[config.mk]
export PLATFORM = sky130hd
export DESIGN_NAME = spi_slave
export DESIGN_NICKNAME = d
export VERILOG_FILES = /design/src/rtl/spi_slave.sv
export SDC_FILE = /design/constraint.sdc
export NUM_CORES = 1
export LEC_CHECK = 0
export ABC_AREA = 0
export BUFFER_PORTS_ARGS = -buffer_cell sky130_fd_sc_hd__buf_2
export CAP_MARGIN = 20
export CORE_MARGIN = 2
export CORE_UTILIZATION = 49
export CTS_BUF_LIST = sky130_fd_sc_hd__clkbuf_4 sky130_fd_sc_hd__clkbuf_8
export CTS_CLUSTER_SIZE = 12
export DETAILED_ROUTE_END_ITERATION = 12
export PLACE_DENSITY = 0.72
export REMOVE_ABC_BUFFERS = 1
export SYNTH_ARGS = -nofsm -noshare
export SYNTH_HDL_FRONTEND = slang
export SYNTH_SLANG_ARGS = --single-unit
[constraint.sdc]
create_clock -name clk_i -period 2.5 [get_ports clk_i]
set_input_delay 0.25 -clock clk_i [delete_from_list [all_inputs] [get_ports clk_i]]
set_output_delay 0.25 -clock clk_i [all_outputs]
set_load 0.02 [all_outputs]
[src/rtl/spi_slave.sv]
// spi_slave: SPI slave supporting all four modes, with a one-entry TX buffer and a byte-wide receive path
module spi_slave (
    input  logic       clk_i,
    input  logic       rst_ni,
    input  logic       cpol_i,
    input  logic       cpha_i,
    input  logic       sclk_i,
    input  logic       mosi_i,
    input  logic       ss_n_i,
    output logic       miso_o,
    output logic       miso_oe_o,
    input  logic [7:0] tx_data_i,
    input  logic       tx_load_i,
    output logic       tx_ready_o,
    output logic [7:0] rx_data_o,
    output logic       rx_valid_o,
    output logic       busy_o
);
    typedef enum logic {IDLE, ACTIVE} state_e;

    state_e     state_q;
    logic [2:0] sclk_q, mosi_q, ss_q, bit_q;
    logic [1:0] warm_q;
    logic [6:0] rx_sr_q;
    logic [7:0] tx_sr_q, tx_buf_q, rx_data_q;
    logic       cpol_q, cpha_q, first_q, reload_q, tx_full_q, rx_valid_q;
    logic       warm, active, sclk_rise, sclk_fall, ss_fall, ss_rise;
    logic       lead, trail, sample, shift, hold_first, start, reload, buf_load;
    logic [7:0] tx_fill;

    // Bits [1:0] form the synchronizer and bit [2] is the edge-detect delay.
    // Edges are masked until the whole chain holds real pin samples, so the
    // reset contents can never look like an SCLK or ss_n transition.
    always_ff @(posedge clk_i or negedge rst_ni) begin
        if (!rst_ni) begin
            sclk_q <= 3'b000;
            mosi_q <= 3'b000;
            ss_q   <= 3'b111;
            warm_q <= 2'd0;
        end else begin
            sclk_q <= {sclk_q[1:0], sclk_i};
            mosi_q <= {mosi_q[1:0], mosi_i};
            ss_q   <= {ss_q[1:0], ss_n_i};
            warm_q <= warm_q + {1'b0, ~&warm_q};
        end
    end

    assign warm       = &warm_q;
    assign active     = state_q == ACTIVE;
    assign sclk_rise  = warm & sclk_q[1] & ~sclk_q[2];
    assign sclk_fall  = warm & ~sclk_q[1] & sclk_q[2];
    assign ss_fall    = warm & ~ss_q[1] & ss_q[2];
    assign ss_rise    = warm & ss_q[1] & ~ss_q[2];
    assign lead       = cpol_q ? sclk_fall : sclk_rise;
    assign trail      = cpol_q ? sclk_rise : sclk_fall;
    assign sample     = cpha_q ? trail : lead;
    assign shift      = cpha_q ? lead : trail;
    assign hold_first = cpha_q & first_q;
    assign start      = ~active & ss_fall;
    assign reload     = active & ~ss_rise & shift & ~hold_first & reload_q;
    assign buf_load   = start | reload;
    assign tx_fill    = tx_full_q ? tx_buf_q : 8'h00;

    // Transfer FSM: select handling, receive shifting and transmit shifting.
    always_ff @(posedge clk_i or negedge rst_ni) begin
        if (!rst_ni) begin
            state_q    <= IDLE;
            cpol_q     <= 1'b0;
            cpha_q     <= 1'b0;
            bit_q      <= 3'd0;
            first_q    <= 1'b0;
            reload_q   <= 1'b0;
            rx_sr_q    <= 7'd0;
            tx_sr_q    <= 8'h00;
            rx_data_q  <= 8'h00;
            rx_valid_q <= 1'b0;
        end else begin
            rx_valid_q <= 1'b0;
            if (!active) begin
                if (ss_fall) begin
                    state_q  <= ACTIVE;
                    cpol_q   <= cpol_i;
                    cpha_q   <= cpha_i;
                    bit_q    <= 3'd0;
                    first_q  <= 1'b1;
                    reload_q <= 1'b0;
                    tx_sr_q  <= tx_fill;
                end
            end else if (ss_rise) begin
                state_q  <= IDLE;
                bit_q    <= 3'd0;
                first_q  <= 1'b0;
                reload_q <= 1'b0;
            end else if (sample) begin
                rx_sr_q <= {rx_sr_q[5:0], mosi_q[2]};
                bit_q   <= bit_q + 3'd1;
                if (bit_q == 3'd7) begin
                    rx_data_q  <= {rx_sr_q, mosi_q[2]};
                    rx_valid_q <= 1'b1;
                    reload_q   <= 1'b1;
                end
            end else if (shift) begin
                if (hold_first)
                    first_q <= 1'b0;
                else if (reload_q) begin
                    tx_sr_q  <= tx_fill;
                    reload_q <= 1'b0;
                end else
                    tx_sr_q <= {tx_sr_q[6:0], 1'b0};
            end
        end
    end

    // One-entry TX buffer; a host write in the same cycle as a drain refills it.
    always_ff @(posedge clk_i or negedge rst_ni) begin
        if (!rst_ni) begin
            tx_buf_q  <= 8'h00;
            tx_full_q <= 1'b0;
        end else if (tx_load_i && (!tx_full_q || buf_load)) begin
            tx_buf_q  <= tx_data_i;
            tx_full_q <= 1'b1;
        end else if (buf_load)
            tx_full_q <= 1'b0;
    end

    assign miso_o     = active & tx_sr_q[7];
    assign miso_oe_o  = active;
    assign busy_o     = active;
    assign tx_ready_o = ~tx_full_q;
    assign rx_data_o  = rx_data_q;
    assign rx_valid_o = rx_valid_q;
endmodule

==> reports/results.md <==
| Stage | Metric | Reported |
|---|---|---|
| run status | Result of the run | finished clean |
| finish | Final std cells w/o fill | 315 |
| pwr | Clock power share | 23.9% |
| timing | Highest attainable clock frequency | 473 MHz |
| finish | Share of layout cells above drive strength 1 | 29.4% |
| clocking | Root buffer cell | sky130_fd_sc_hd__clkbuf_8 |
| clocking | Maximum level of the CTS H-tree | 2 |
| logic synthesis | Dominant cell by count in the synthesized netlist | sky130_fd_sc_hd__dfrtp_1 |
| min path | Worst hold path stage count | 1 |
| timing | Final total negative setup slack | 0 ns |
| timing | Final setup viols | 0 |
| timing | Worst Tran Pin Value | 0.570 ns |
| logic synthesis | Most used flip-flop cell after synthesis | sky130_fd_sc_hd__dfrtp_1 |
| finish | Post-route standard cell area excluding fillers | 2730 um2 |
| place | Number of instances in the placed design | 306 |
| logic synthesis | Adder-cell share of the synthesized area | 1.03% |
| detailed routing | Via count normalized by instance count | 5.43 |
| clocking | TritonCTS clock tree | built |
| logic synthesis | Simple-Gate Fraction of Synth Area | 20.3% |
| timing | RSZ-0062 raised after global routing | false |
| detailed routing | Routed vias | 1711 |
| logic synthesis | Post-synthesis sequential area ratio | 53.9% |
| timing | Worst hold slack across all endpoints | 0.0336 ns |
| pwr | Logic gate share of total power | 22.4% |
| pwr | Areal power density over the cells | 758 nW/um2 |
| logic synthesis | Multiplexer area fraction after synthesis | 10.4% |
| logic synthesis | Area share of the largest cell type after synthesis | 50.6% |
| logic synthesis | Distinct cell type count of the synthesized netlist | 47 |
| logic synthesis | Biggest area contributors in the synthesized netlist | sky130_fd_sc_hd__dfrtp_1 51%, sky130_fd_sc_hd__nand2_1 6.2%, sky130_fd_sc_hd__mux2_4 5.0% |
| place | Total cell area at the placement stage | 2620 um2 |
| grt | Vias in the first global route | 1559 |
| die | Initial core utilization | 50.9% |
| finish | Fill count | 423 |
| worst setup path | Endpoint required time on the critical path | 2.70 ns |
| worst setup path | Type of element launching the critical path | flip-flop |
| clocking | Number of buffers added by the clock tree synthesis step | 5 |
| detailed routing | Detail Route Antenna Nets | 0 |
| logic synthesis | Synth Area per Inst | 11.2 um2 |
| die | Std-Cell Rows | 25 |
| clocking | Post CTS Setup Buffer Count | 0 |
| clocking | Total clock sinks | 52 |
| die | Vertical die dimension | 74.3 um |
| logic synthesis | Most area-hungry cell type in the Yosys netlist | sky130_fd_sc_hd__dfrtp_1 |
| clocking | Clock insertion delay at the later pin of the skew report | 0.31 ns |
| clocking | Number of instances resized during post-cts repair | 0 |
| detailed routing | DR DRC count | 0 |
| logic synthesis | Post-synthesis sequential element count | 52 |
| grt | Total global routing overflow | 0 |
| logic synthesis | Total of warnings raised by yosys | 0 |
| detailed routing | Number of design-rule violations left by the first detailed-router iteration | 120 |
| worst setup path | WS Path Type | flip-flop to flip-flop |
| finish | Diodes inserted | 0 |
| place | Routability congestion estimate | 0.850 |
| grt | Total global routing track utilization | 17.4% |
| worst setup path | Logic depth of the worst register-to-register path | 5 |
| timing | Period utilization | 84.6% |
| logic synthesis | Number of enable-type register cells in the synthesized netlist | 0 |
| timing | Clk_skew | 0.00677 ns |
| pwr | Sw Ratio | 29.1% |
| logic synthesis | Post-synthesis instance area | 2420 um2 |
| detailed routing | First-pass DRT Iterations | 4 |
| finish | Relative area change from synthesis to final layout | 12.6% |
| flow run | Number of max-capacitance violations reported | 0 |
| place | Count of input and output buffers | 28 |
| worst setup path | Largest fanout on the critical path | 8 |
| detailed routing | Final WL | 4.23 mm |
| die | Width of the die | 74.3 um |
| logic synthesis | Fraction of registers with async set or reset after synthesis | 100% |
| place | Setup Slack @ Placement | 0.407 ns |
| grt | Pin count of the biggest net entering global routing | 30 |
| die | Core Region | 4750 um2 |
| worst setup path | Arrival time at the worst endpoint | 2.31 ns |
| logic synthesis | Largest family of logic cells by synthesized area | simple AND/OR/NAND/NOR gates |
| clocking | Clock transition at the registers of the reported paths | 0.09 ns |
| grt | First-pass GRT wire length | 7.20 mm |
| timing | Min setup slack post-route | 0.384 ns |
| pwr | Psw | 0.000603 W |
| place | DPL Wire Length | 2.97 mm |
| pwr | Maximum vdd drop | 446 uV |
| timing | Clock period minus final worst setup slack | 2.12 ns |
| grt | Initial antenna violation count | 0 |
| timing | Max-slew violation total from the final report | 0 |
| logic synthesis | Post-Syn Instances | 217 |
| die | Die area | 5520 um2 |
| detailed routing | Average wire per cell in the routed design | 13.4 um |
| logic synthesis | Post-synth top cells | 49 x sky130_fd_sc_hd__dfrtp_1, 40 x sky130_fd_sc_hd__nand2_1, 21 x sky130_fd_sc_hd__nand3_1 |
| worst setup path | Endpoint type of the worst setup path | flip-flop |
| logic synthesis | Synth Area in XOR/XNOR | 0.362% |
| finish | Final #Nets | 265 |
| die | I/O pin total | 29 |
| pwr | Leakage | 1.34 nW |
| timing | Final count of hold timing violations | 0 |
| logic synthesis | Area fraction in compound gates after synthesis | 10.7% |
| timing | Headroom to the max-slew limit | 61.7% |
| clocking | Max clock buf depth | 2 |
| pwr | Share of total power in sequential cells | 53.7% |
| pwr | Cell Int Power | 0.00147 W |
| min path | Min-delay worst type | input pin to flip-flop |
## final timing paths
check,start,endpoint,slack (ns)
min,ss_n_i,ss_q[0],0.03
max,ss_q[2],tx_buf_q[0],0.38
max reg2reg,ss_q[2],tx_buf_q[0],0.38
min reg2reg,mosi_q[0],mosi_q[1],0.35
min in group asynchronous,rst_ni,rx_data_o[3],0.25
max in group asynchronous,rst_ni,ss_q[1],1.69
## through the flow
| stage | util, % | total power (W) |
|---|---|---|
| finish | 57.4 | 0.00207 |
| global route | 57.4 | 0.00221 |
| detailed placement | 55.1 | 0.00160 |
| floorplan | - | 0.00146 |
| global placement | 55.1 | 0.00158 |
| CTS | 57.4 | 0.00210 |
## power groups by stage
stage                     clock, W  sequential [W]  combinational (W)
after floorplan                  0         0.00110           0.000365
after global placement           0         0.00112           0.000454
after detailed placement         0         0.00112           0.000471
after CTS                 0.000515         0.00111           0.000469
after global routing      0.000556         0.00114           0.000521
final                     0.000494         0.00111           0.000463
## timing repair
action                                  4_1_cts  5_1_grt
hold buffers                                  1        0
endpoints found under the setup margin        0        0
endpoints found under the hold margin        49        0
## cell families after synthesis
kind of cell    Yosys count
mux                      20
xor+xnor                  1
fa+ha+maj                 2
simple gates             92
compound gates           34
buf+inv                  16
flops                    52
## layout by cell type, fill, tap and decap left out, types with 6 or more instances in the layout
master / Yosys / final
sky130_fd_sc_hd__mux2_2: 10 / 10
sky130_fd_sc_hd__mux2_4: 8 / 8
sky130_fd_sc_hd__nor3b_1: 9 / 9
sky130_fd_sc_hd__clkbuf_8: 0 / 6
sky130_fd_sc_hd__a31oi_1: 9 / 9
sky130_fd_sc_hd__dfrtp_1: 49 / 49
sky130_fd_sc_hd__nand2_1: 40 / 40
sky130_fd_sc_hd__a32oi_1: 8 / 8
sky130_fd_sc_hd__nand3_1: 21 / 21
sky130_fd_sc_hd__buf_2: 2 / 28
## registers in the layout (all words and copies together), names as in the netlist, 2 cells and up
signal and cells:
rx_data_o 8, tx_buf_q 8, tx_sr_q 8, rx_sr_q 7, bit_q 3, mosi_q 3
sclk_q 3, ss_q 3, warm_q 2
## routing by layer
layer / global-route usage, % / part of all wire (%) / vias to the layer above
li1: - / - / 843
met1: 25.1 / 51 / 822
met2: 24.5 / 43 / 37
met3: 5.15 / 3.6 / 9
met4: 8.13 / 2.6 / 0
met5: 0 / 0 / -
## worst max-delay path, cell delays in order, from the launching register on
cell and delay [ns]:
sky130_fd_sc_hd__dfstp_2 0.56, sky130_fd_sc_hd__and2b_2 0.27, sky130_fd_sc_hd__or4_1 0.48, sky130_fd_sc_hd__o22a_1 0.33, sky130_fd_sc_hd__a311oi_1 0.29, sky130_fd_sc_hd__nand2_1 0.07
## cell type report
class / instances / area [um2] / share of cell area (%)
clock buffers: 6 / 82.6 / 3.03
clock inverters: 2 / 15.0 / 0.550
inverters: 6 / 22.5 / 0.826
multi-input cells: 149 / 1040 / 38.1
flip-flops and latches: 52 / 1310 / 47.8
well taps: 67 / 83.8 / 3.07
repair buffers: 33 / 180 / 6.61
Note: power is estimated with default switching activity, not from simulation.
